===== config.mk =====
export PLATFORM = sky130hd
export DESIGN_NAME = comb_equalizer
export DESIGN_NICKNAME = d
export VERILOG_FILES = /design/src/rtl/comb_pkg.sv /design/src/rtl/comb_eq_lane.sv /design/src/rtl/comb_equalizer.sv
export SDC_FILE = /design/constraint.sdc
export NUM_CORES = 1
export LEC_CHECK = 0
export CORE_MARGIN = 2
export CORE_UTILIZATION = 40
export CTS_BUF_LIST = sky130_fd_sc_hd__clkbuf_8 sky130_fd_sc_hd__clkbuf_16
export CTS_CLUSTER_SIZE = 12
export DETAILED_ROUTE_END_ITERATION = 10
export PLACE_DENSITY_LB_ADDON = 0.08
export SYNTH_ARGS = -nofsm -noshare
export SYNTH_HDL_FRONTEND = slang
export SYNTH_HIERARCHICAL = 1
export SYNTH_SLANG_ARGS = --single-unit

===== constraint.sdc =====
create_clock -name clock -period 9.1 [get_ports clock]
set_input_delay 2.275 -clock clock [delete_from_list [all_inputs] [get_ports clock]]
set_output_delay 2.275 -clock clock [all_outputs]
set_load 0.01 [all_outputs]

===== src/rtl/comb_pkg.sv =====
// Shared definitions for the comb equalizer: pipeline latency, default
// widths and saturation-bound helpers used by the optional clamp stage.
package comb_pkg;

  // Clocks from an accepted strobe_in to the matching strobe_out.
  localparam int COMB_LATENCY = 2;

  localparam int DEF_BIT_WIDTH  = 16;
  localparam int DEF_DELAY_LOG2 = 3;
  localparam int DEF_FB_SHIFT   = 3;

  // Largest value representable in a w-bit two's complement word.
  function automatic longint sat_max(input int unsigned w);
    return (64'sd1 <<< (w - 32'd1)) - 64'sd1;
  endfunction

  // Smallest value representable in a w-bit two's complement word.
  function automatic longint sat_min(input int unsigned w);
    return -(64'sd1 <<< (w - 32'd1));
  endfunction

endpackage


===== src/rtl/comb_eq_lane.sv =====
// One I or Q lane of the inverse comb: history ring, stage-1 capture,
// stage-2 arithmetic and output reduction.
// Optional feature macro: COMB_EQ_SAT_EN (clamp to output range, flag overflow);
// without it the low BIT_WIDTH bits of the accumulator are taken.
module comb_eq_lane
  import comb_pkg::*;
#(
  parameter int BIT_WIDTH  = DEF_BIT_WIDTH,
  parameter int DELAY_LOG2 = DEF_DELAY_LOG2,
  parameter int FB_SHIFT   = DEF_FB_SHIFT
) (
  input  logic                         clock,
  input  logic                         reset_n,
  input  logic                         strobe,
  input  logic [DELAY_LOG2-1:0]        wr_idx,
  input  logic                         hist_ok,
  input  logic                         bypass,
  input  logic                         load_out,
  input  logic signed [BIT_WIDTH-1:0]  sample_in,
  output logic signed [BIT_WIDTH-1:0]  sample_out,
  output logic                         ovf
);

  localparam int D     = 1 << DELAY_LOG2;
  // Final result o*2^S + o_D*(2^S-1) always fits in this width, so
  // modular arithmetic on the intermediate (o+o_D)<<S still lands exact.
  localparam int ACC_W = BIT_WIDTH + FB_SHIFT + 1;

  logic signed [BIT_WIDTH-1:0] hist_mem [D];

  logic signed [BIT_WIDTH-1:0] samp_q, samp_d;
  logic signed [BIT_WIDTH-1:0] od_q, od_d;
  logic                        byp_q, byp_d;
  logic signed [BIT_WIDTH-1:0] out_q, out_d;

  logic signed [ACC_W-1:0]     o_ext_s, od_ext_s, acc_s;
  logic signed [BIT_WIDTH-1:0] res_s;

  // History ring write; contents are never reset, the fill mask hides stale data.
  always_ff @(posedge clock) begin
    if (strobe) begin
      hist_mem[wr_idx] <= sample_in;
    end
  end

  // Stage-1 capture: sample, delayed sample (read before the write above), bypass.
  always_comb begin
    samp_d = samp_q;
    od_d   = od_q;
    byp_d  = byp_q;
    if (strobe) begin
      samp_d = sample_in;
      od_d   = hist_ok ? hist_mem[wr_idx] : {BIT_WIDTH{1'b0}};
      byp_d  = bypass;
    end else begin
      samp_d = samp_q;
    end
  end

  // Stage-2 arithmetic on the captured pair.
  always_comb begin
    o_ext_s  = ACC_W'(samp_q);
    od_ext_s = ACC_W'(od_q);
    acc_s    = ((o_ext_s + od_ext_s) <<< FB_SHIFT) - od_ext_s;
  end

`ifdef COMB_EQ_SAT_EN
  localparam logic signed [ACC_W-1:0]     ACC_MAX = ACC_W'(sat_max(BIT_WIDTH));
  localparam logic signed [ACC_W-1:0]     ACC_MIN = ACC_W'(sat_min(BIT_WIDTH));
  localparam logic signed [BIT_WIDTH-1:0] OUT_MAX = BIT_WIDTH'(sat_max(BIT_WIDTH));
  localparam logic signed [BIT_WIDTH-1:0] OUT_MIN = BIT_WIDTH'(sat_min(BIT_WIDTH));

  logic clamp_s;
  logic ovf_q, ovf_d;

  // Clamp the accumulator into the output range and note when it happened.
  always_comb begin
    res_s   = acc_s[BIT_WIDTH-1:0];
    clamp_s = 1'b0;
    if (acc_s > ACC_MAX) begin
      res_s   = OUT_MAX;
      clamp_s = 1'b1;
    end else if (acc_s < ACC_MIN) begin
      res_s   = OUT_MIN;
      clamp_s = 1'b1;
    end else begin
      res_s   = acc_s[BIT_WIDTH-1:0];
      clamp_s = 1'b0;
    end
  end

  // Overflow flag follows each loaded result; bypassed samples never overflow.
  always_comb begin
    ovf_d = ovf_q;
    if (load_out) begin
      ovf_d = byp_q ? 1'b0 : clamp_s;
    end else begin
      ovf_d = ovf_q;
    end
  end

  // Overflow flag register.
  always_ff @(posedge clock or negedge reset_n) begin
    if (!reset_n) begin
      ovf_q <= 1'b0;
    end else begin
      ovf_q <= ovf_d;
    end
  end

  assign ovf = ovf_q;
`else
  logic [FB_SHIFT:0] acc_unused;

  // Wrap: keep the low bits of the accumulator.
  always_comb begin
    res_s      = acc_s[BIT_WIDTH-1:0];
    acc_unused = acc_s[ACC_W-1:BIT_WIDTH];
  end

  assign ovf = 1'b0;
`endif

  // Output selection: new result on load, otherwise hold the last one.
  always_comb begin
    out_d = out_q;
    if (load_out) begin
      out_d = byp_q ? samp_q : res_s;
    end else begin
      out_d = out_q;
    end
  end

  // Stage registers.
  always_ff @(posedge clock or negedge reset_n) begin
    if (!reset_n) begin
      samp_q <= {BIT_WIDTH{1'b0}};
      od_q   <= {BIT_WIDTH{1'b0}};
      byp_q  <= 1'b0;
      out_q  <= {BIT_WIDTH{1'b0}};
    end else begin
      samp_q <= samp_d;
      od_q   <= od_d;
      byp_q  <= byp_d;
      out_q  <= out_d;
    end
  end

  assign sample_out = out_q;

endmodule


===== src/rtl/comb_equalizer.sv =====
// Inverse (feed-forward) comb for complex I/Q samples:
//   x = ((o + o_D) << S) - o_D, o_D being the sample 2^DELAY_LOG2 strobes back.
// Optional feature macro: COMB_EQ_SAT_EN (saturate results, drive ovf_out).
// Write pointer, warm-up count and valid pipeline are shared by both lanes.
module comb_equalizer
  import comb_pkg::*;
#(
  parameter int BIT_WIDTH  = DEF_BIT_WIDTH,
  parameter int DELAY_LOG2 = DEF_DELAY_LOG2,
  parameter int FB_SHIFT   = DEF_FB_SHIFT
) (
  input  logic                 clock,
  input  logic                 reset_n,
  input  logic                 strobe_in,
  input  logic                 clear,
  input  logic                 bypass,
  input  logic [BIT_WIDTH-1:0] i_in,
  input  logic [BIT_WIDTH-1:0] q_in,
  output logic                 strobe_out,
  output logic [BIT_WIDTH-1:0] i_out,
  output logic [BIT_WIDTH-1:0] q_out,
  output logic                 ovf_out
);

  localparam int D = 1 << DELAY_LOG2;
  localparam logic [DELAY_LOG2:0] FILL_FULL = (DELAY_LOG2 + 1)'(D);

  logic [DELAY_LOG2-1:0]   wr_ptr_q, wr_ptr_d;
  logic [DELAY_LOG2:0]     fill_cnt_q, fill_cnt_d;
  logic [COMB_LATENCY-1:0] valid_q, valid_d;

  logic [DELAY_LOG2-1:0]   wr_idx_s;
  logic                    hist_ok_s;
  logic                    ovf_i_s, ovf_q_s;
  logic [BIT_WIDTH-1:0]    i_res_s, q_res_s;

  // A clear in the same cycle as a strobe makes that sample the first of a fresh history.
  always_comb begin
    wr_idx_s  = wr_ptr_q;
    hist_ok_s = 1'b0;
    if (clear) begin
      wr_idx_s  = {DELAY_LOG2{1'b0}};
      hist_ok_s = 1'b0;
    end else begin
      wr_idx_s  = wr_ptr_q;
      hist_ok_s = (fill_cnt_q == FILL_FULL);
    end
  end

  // Next write pointer and warm-up count.
  always_comb begin
    wr_ptr_d   = wr_ptr_q;
    fill_cnt_d = fill_cnt_q;
    if (clear) begin
      wr_ptr_d   = strobe_in ? DELAY_LOG2'(1) : {DELAY_LOG2{1'b0}};
      fill_cnt_d = strobe_in ? (DELAY_LOG2 + 1)'(1) : {(DELAY_LOG2 + 1){1'b0}};
    end else if (strobe_in) begin
      wr_ptr_d   = wr_ptr_q + DELAY_LOG2'(1);
      fill_cnt_d = (fill_cnt_q == FILL_FULL) ? fill_cnt_q : fill_cnt_q + (DELAY_LOG2 + 1)'(1);
    end else begin
      wr_ptr_d   = wr_ptr_q;
      fill_cnt_d = fill_cnt_q;
    end
  end

  // Valid pipeline: one bit per stage, so gaps in strobe_in are preserved.
  always_comb begin
    valid_d = {valid_q[COMB_LATENCY-2:0], strobe_in};
  end

  // Shared control registers.
  always_ff @(posedge clock or negedge reset_n) begin
    if (!reset_n) begin
      wr_ptr_q   <= {DELAY_LOG2{1'b0}};
      fill_cnt_q <= {(DELAY_LOG2 + 1){1'b0}};
      valid_q    <= {COMB_LATENCY{1'b0}};
    end else begin
      wr_ptr_q   <= wr_ptr_d;
      fill_cnt_q <= fill_cnt_d;
      valid_q    <= valid_d;
    end
  end

  comb_eq_lane #(
    .BIT_WIDTH  (BIT_WIDTH),
    .DELAY_LOG2 (DELAY_LOG2),
    .FB_SHIFT   (FB_SHIFT)
  ) u_lane_i (
    .clock      (clock),
    .reset_n    (reset_n),
    .strobe     (strobe_in),
    .wr_idx     (wr_idx_s),
    .hist_ok    (hist_ok_s),
    .bypass     (bypass),
    .load_out   (valid_q[0]),
    .sample_in  (i_in),
    .sample_out (i_res_s),
    .ovf        (ovf_i_s)
  );

  comb_eq_lane #(
    .BIT_WIDTH  (BIT_WIDTH),
    .DELAY_LOG2 (DELAY_LOG2),
    .FB_SHIFT   (FB_SHIFT)
  ) u_lane_q (
    .clock      (clock),
    .reset_n    (reset_n),
    .strobe     (strobe_in),
    .wr_idx     (wr_idx_s),
    .hist_ok    (hist_ok_s),
    .bypass     (bypass),
    .load_out   (valid_q[0]),
    .sample_in  (q_in),
    .sample_out (q_res_s),
    .ovf        (ovf_q_s)
  );

  assign strobe_out = valid_q[COMB_LATENCY-1];
  assign i_out      = i_res_s;
  assign q_out      = q_res_s;
  assign ovf_out    = ovf_i_s | ovf_q_s;

endmodule


# ---- After elaboration in Yosys (flattened, before gate mapping)
# Memories as Yosys holds them, arrays and structs flattened.
# Index checks and enable logic that the tools add are counted.
dict set report word_totals {
  mem_bits_rw 256
  wordCells 37
  output_inout_bits 34
  romBits 0
  latch_bits 0
  memories 2
  ff_bits 106
  in_bits 37
}
dict set report classes {
  eq_ne 2
  n_bitwise 0
  n_div 0
  shifts 0
  mux 15
  order_cmp 0
  multipliers 0
  n_addsub 6
  reduce_logical 2
}
# memory depth word_bits read_ports rd_clocked_by_memory_dff write_ports line_no
set mem_list {}
lappend mem_list {u_lane_i.hist_mem 8 16 1 0 1 comb_eq_lane.sv:29} ;# logic signed [BIT_WIDTH-1:0] hist_mem [D];
lappend mem_list {u_lane_q.hist_mem 8 16 1 0 1 comb_eq_lane.sv:29}
# operator count
set op_table {}
lappend op_table {{$mux W16} 4}
lappend op_table {{$sub A16 B16 Y16} 2}
lappend op_table {{$add A13 B13 Y13} 2}
lappend op_table {{$mux W4} 3}
lappend op_table {{$mux W3} 3}
lappend op_table {{$mux W1} 5}
lappend op_table {{$add A4 B1 Y4 const B} 1}
lappend op_table {{$eq A4 B4 Y1 const B} 1}
lappend op_table {{$add A3 B1 Y3 const B} 1}
lappend op_table {{$ne A2 B2 Y1 const B} 1}
lappend op_table {{$reduce_and A2 Y1} 1}
lappend op_table {{$reduce_bool A2 Y1} 1}

# ---- Longest topological paths before layout
dict set report logic_depth {
  ltp_word 4
  depth_mapped 16
  mapped_depth_nobuf 16
}

# ---- Hierarchy
# The synthesis kept the hierarchy.
# mod area_each_um2 seq_area_each_um2 instances cells_per_inst
set modules_own_cells {}
lappend modules_own_cells {{comb_eq_lane at u_lane_i} 7940.1 5069.9 1 513}
lappend modules_own_cells {{comb_eq_lane at u_lane_q} 7846.3 5069.9 1 511}
lappend modules_own_cells {comb_equalizer 475.5 225.2 1 41}

# ---- Least setup slack after synthesis
# OpenSTA, ideal clock, no wires.
dict set report synth_timing {
  path_type {input -> register}
  start {input clear}
  end {memory u_lane_i/hist_mem[4][0] (netlist bit) (enable)}
  slack_ps 4233
  arrival_ps 4458
  path_buffers 3
  setup_ps 409
  t_required_ps 8691
  path_stages 6
  cell_sequence {buf_2 nor2b_1 clkbuf_1 clkbuf_1 nand2_1 nor3_1}
}
dict set report synth_between {
  elab_chain_cells 1
}
# element line_no
set synth_lines {}
lappend synth_lines {{start, declared} comb_equalizer.sv:15} ;# input logic clear,
lappend synth_lines {{$mux W3} comb_equalizer.sv:41} ;# if (clear) begin
lappend synth_lines {{named net wr_idx_s[2]} comb_equalizer.sv:32} ;# logic [DELAY_LOG2-1:0] wr_idx_s;
lappend synth_lines {{end, declared} comb_eq_lane.sv:29}
# The timed path passes the listed nets, and every way through them passes these cells.

# ---- Worst setup path in the final report
dict set report layout_timing {
  start {input clear}
  end {register u_lane_q.od_q[10]}
}
dict set report layout_between {
  elab_chain_cells 3
  elab_cells_between_ends 4
  classes_between {mux: 3; memory: 1}
}
# element line_no
set layout_lines {}
lappend layout_lines {{$mux W3} comb_equalizer.sv:41}
lappend layout_lines {{named net wr_idx_s[0]} comb_equalizer.sv:32}
lappend layout_lines {{$mem_v2 Z8 W16} --}
lappend layout_lines {{$mux W16} comb_eq_lane.sv:53} ;# od_d = hist_ok ? hist_mem[wr_idx] : {BIT_WIDTH{1'b0}};
lappend layout_lines {{end signal, assigned} comb_eq_lane.sv:138} ;# od_q <= {BIT_WIDTH{1'b0}};
lappend layout_lines {{end, declared} comb_eq_lane.sv:32} ;# logic signed [BIT_WIDTH-1:0] od_q, od_d;
# The timed path passes the listed nets, and every way through them passes these cells.
# A chain may end at the register's enable or synchronous reset.

==> metrics.cfg <==
[run_status]
status=finished, final reports clean

[clock_tree]
clkSlewWorstSetupHoldPaths_ps=60
ctsRootBufferMaster=clkbuf_16
clock-sinks=363
clk_latency_ps=550
cts_max_path_buffers=3
cts_resized=0
tritoncts=yes
cts_hold_buf=0
numCtsBuffers=40
h-tree-depth=2
post_cts_buffers=0

[routing]
drtAntennaViolNets=0
routed_wirelength_um=36400
drtPass1Iterations=5
drt_iter0_markers=591
avgViaCountPerCell=5.34
drcViolationCount=0
num_vias=9150
wl_per_cell_um=21.3

[timing]
setup_violations=0
max_freq_mhz=190
min_period_ps=5280
rsz0062_at_grt=false
fin_crit_sh_pct=58.0
slew_headroom_pct=34.5
finalHoldViolCount=0
tns_ps=0
fin_skew_ps=18.6
slew_violations=0
worstMarginPinSlew_ps=983

[final_layout]
layout.nets=1247
final_cells=1712
drive_gt1_share_pct=17.1
fin_area_um2=18800
syn2layout_area_growth_pct=15.9
diodes=0

[critical_path]
max_stage_delay_ps=840
critPathTopFamily=buffers and inverters
worstPathMaxFanout=23
critPathArrivalTime_ps=5670
crit_buf_inv=3
cp_data_required_time_ps=9500
crit_type=in -> reg
cp_cell_sequence=clkdlybuf4s50_1 -> nor2b_4 -> buf_4 -> buf_4 -> mux4_2 -> mux2i_1 -> o22ai_1
critical-path-slowest-cell=nor2b_4
crit_path_frequent_cell=buf_4
start_kind=primary input
end_kind=register

[synthesis]
syn_nets=1157
synth-seq-cells=363
synthArstFlopShare_pct=29.5
ys_top_cells_by_area=edfxtp_1 47%, dfrtp_1 16%, mux4_2 8.9%
syn_area_per_cell_um2=15.3
synth_area_leader_cell=edfxtp_1
synth_edf_count=256
yosysSeqAreaShare_pct=63.7
syn_area_um2=16300
yosysWarnings=6
syn_inst=1065
synth.distinct_cells=70
yosys_most_used_dff=edfxtp_1
synthDominantCellAreaShare_pct=47.3

[grt]
grt_pass1_vias=9202
grt_pass1_wl_um=56800
grt_use_total_pct=17.9
gr-total-overflow=0
grt_max_degree=71
antenna_found_initial=1

[floorplan]
initial_core_util_pct=40.7
ioPinCount=71
die_w_um=206
die_h_um=206
num_rows=73
design.die.area_um2=42300
coreArea_um2=39900

[power]
cellPowerDensity_nw_per_um2=207
vdd_drop_max_uv=108
leakage_nw=6.81
power_mw=3.90

[placement]
place_area_um2=17600
io_buffers=69
place_hpwl_um=24500
dp_cells=1638
gp_congestion=0.789

[hold_path]
hold_class=reg -> reg

[job]
maxCapViolCount=0

-- registers in the layout (all words and copies together), names as in the netlist --
name,flops
fill_cnt_q,4
u_lane_i/byp_q,1
u_lane_i/hist_mem,128
u_lane_i/od_q,16
u_lane_i/samp_q,16
u_lane_i/sample_out,16
u_lane_q/byp_q,1
u_lane_q/hist_mem,128
u_lane_q/od_q,16
u_lane_q/samp_q,16
u_lane_q/sample_out,16
valid_q,2
wr_ptr_q,3
-- Yosys cell counts (3+ instances only) --
cell type,number
or3_1,4
a21o_1,11
buf_1,9
o21a_1,12
o22ai_1,33
o21ai_0,31
a211oi_1,8
nor2b_1,7
nand3_1,6
buf_2,7
nor3_1,9
dfrtp_1,107
nor4b_1,4
mux2i_1,45
nor2_1,67
a21oi_1,57
buf_4,3
nand4_1,4
mux2_2,36
xor2_1,16
nand2b_1,15
inv_1,47
a211o_1,3
nand2_1,36
o211ai_1,3
o21bai_1,4
xnor2_1,29
mux4_2,64
a31oi_1,4
a41oi_1,3
clkbuf_1,24
edfxtp_1,256
ha_1,53
-- power by group --
group | switching (mW) | internal [mW] | total [mW] | leakage, nW
Combinational | 0.267 | 0.237 | 0.503 | 2.48
Clock | 0.632 | 0.874 | 1.51 | 0.685
Sequential | 0.0424 | 1.85 | 1.89 | 3.65
Total | 0.942 | 2.96 | 3.90 | 6.81
-- layout make-up --
cell class,count,area (µm²)
Fill cell,3503,21100
Sequential cell,363,10400
Multi-Input combinational cell,609,5550
Clock buffer,45,1080
Timing Repair Buffer,94,873
Tap cell,525,657
Inverter,47,176
Clock inverter,29,148
-- worst paths after layout --
kind | cells past startpoint | startpoint | to | slack (ps)
max reg2reg | 15 | u_lane_i/samp_q[1] | u_lane_i/sample_out[14] | 4920
max in group asynchronous | 2 | reset_n | u_lane_i/sample_out[2] | 6070
min | 1 | u_lane_i/sample_out[5] | u_lane_i/sample_out[5] | 480
min reg2reg | 1 | u_lane_i/sample_out[5] | u_lane_i/sample_out[5] | 480
min in group asynchronous | 1 | reset_n | u_lane_q/sample_out[11] | 1720
max | 7 | clear | u_lane_q/od_q[10] | 3820
-- cell usage in the layout, fill, tap and decap left out, types with 4 or more instances in the layout --
cell | netlist | layout
nand4_1 | 4 | 4
clkdlybuf4s50_1 | 0 | 67
edfxtp_1 | 256 | 256
buf_4 | 3 | 27
nand2b_1 | 15 | 15
mux4_2 | 64 | 64
o21bai_1 | 4 | 4
nand2_1 | 36 | 36
nor3_2 | 0 | 4
a21o_1 | 11 | 11
a21oi_1 | 57 | 57
a31oi_1 | 4 | 4
xnor2_1 | 29 | 29
or3_1 | 4 | 4
o21ai_0 | 31 | 31
nand3_1 | 6 | 6
nor2b_1 | 7 | 4
clkbuf_16 | 0 | 41
nor4b_1 | 4 | 4
mux2i_1 | 45 | 45
mux2_2 | 36 | 36
o22ai_1 | 33 | 33
xor2_1 | 16 | 16
nor2_1 | 67 | 66
dfrtp_1 | 107 | 106
clkbuf_8 | 1 | 4
a211oi_1 | 8 | 8
o21a_1 | 12 | 12
inv_1 | 47 | 69
ha_1 | 53 | 53
nor3_1 | 9 | 5
-- metrics by stage --
step / worst slack [ps] / hold WS, ps / utilization, %
2_1_floorplan: 4230 / 463 / -
3_3_place_gp: 3090 / 467 / 44.1
3_5_place_dp: 2980 / 470 / 44.1
4_1_cts: 3580 / 481 / 47.2
5_1_grt: 3560 / 491 / 47.2
6_report: 3820 / 476 / 47.2
-- cells by family (layout without fill, tap and decap cells) --
family,after synthesis,count (layout),synth area share [%]
flip-flops,363,363,63.7
multiplexers,145,145,14.1
adder cells (fa/ha/maj),55,55,4.32
other,2,2,0.0462
AND/OR/NAND/NOR,172,172,5.31
XOR/XNOR,45,45,2.42
AO/OA/AOI/OAI,190,190,7.61
buffers and inverters,93,215,2.42
-- per-layer routing --
layer,wire (µm),share of wire (%),GRT usage (%)
met5,0,0,0
met4,720,2.0,5.24
met3,1510,4.1,2.83
met2,15200,42,24.7
met1,19000,52,28.8
Note: power is estimated with default switching activity, not from simulation.
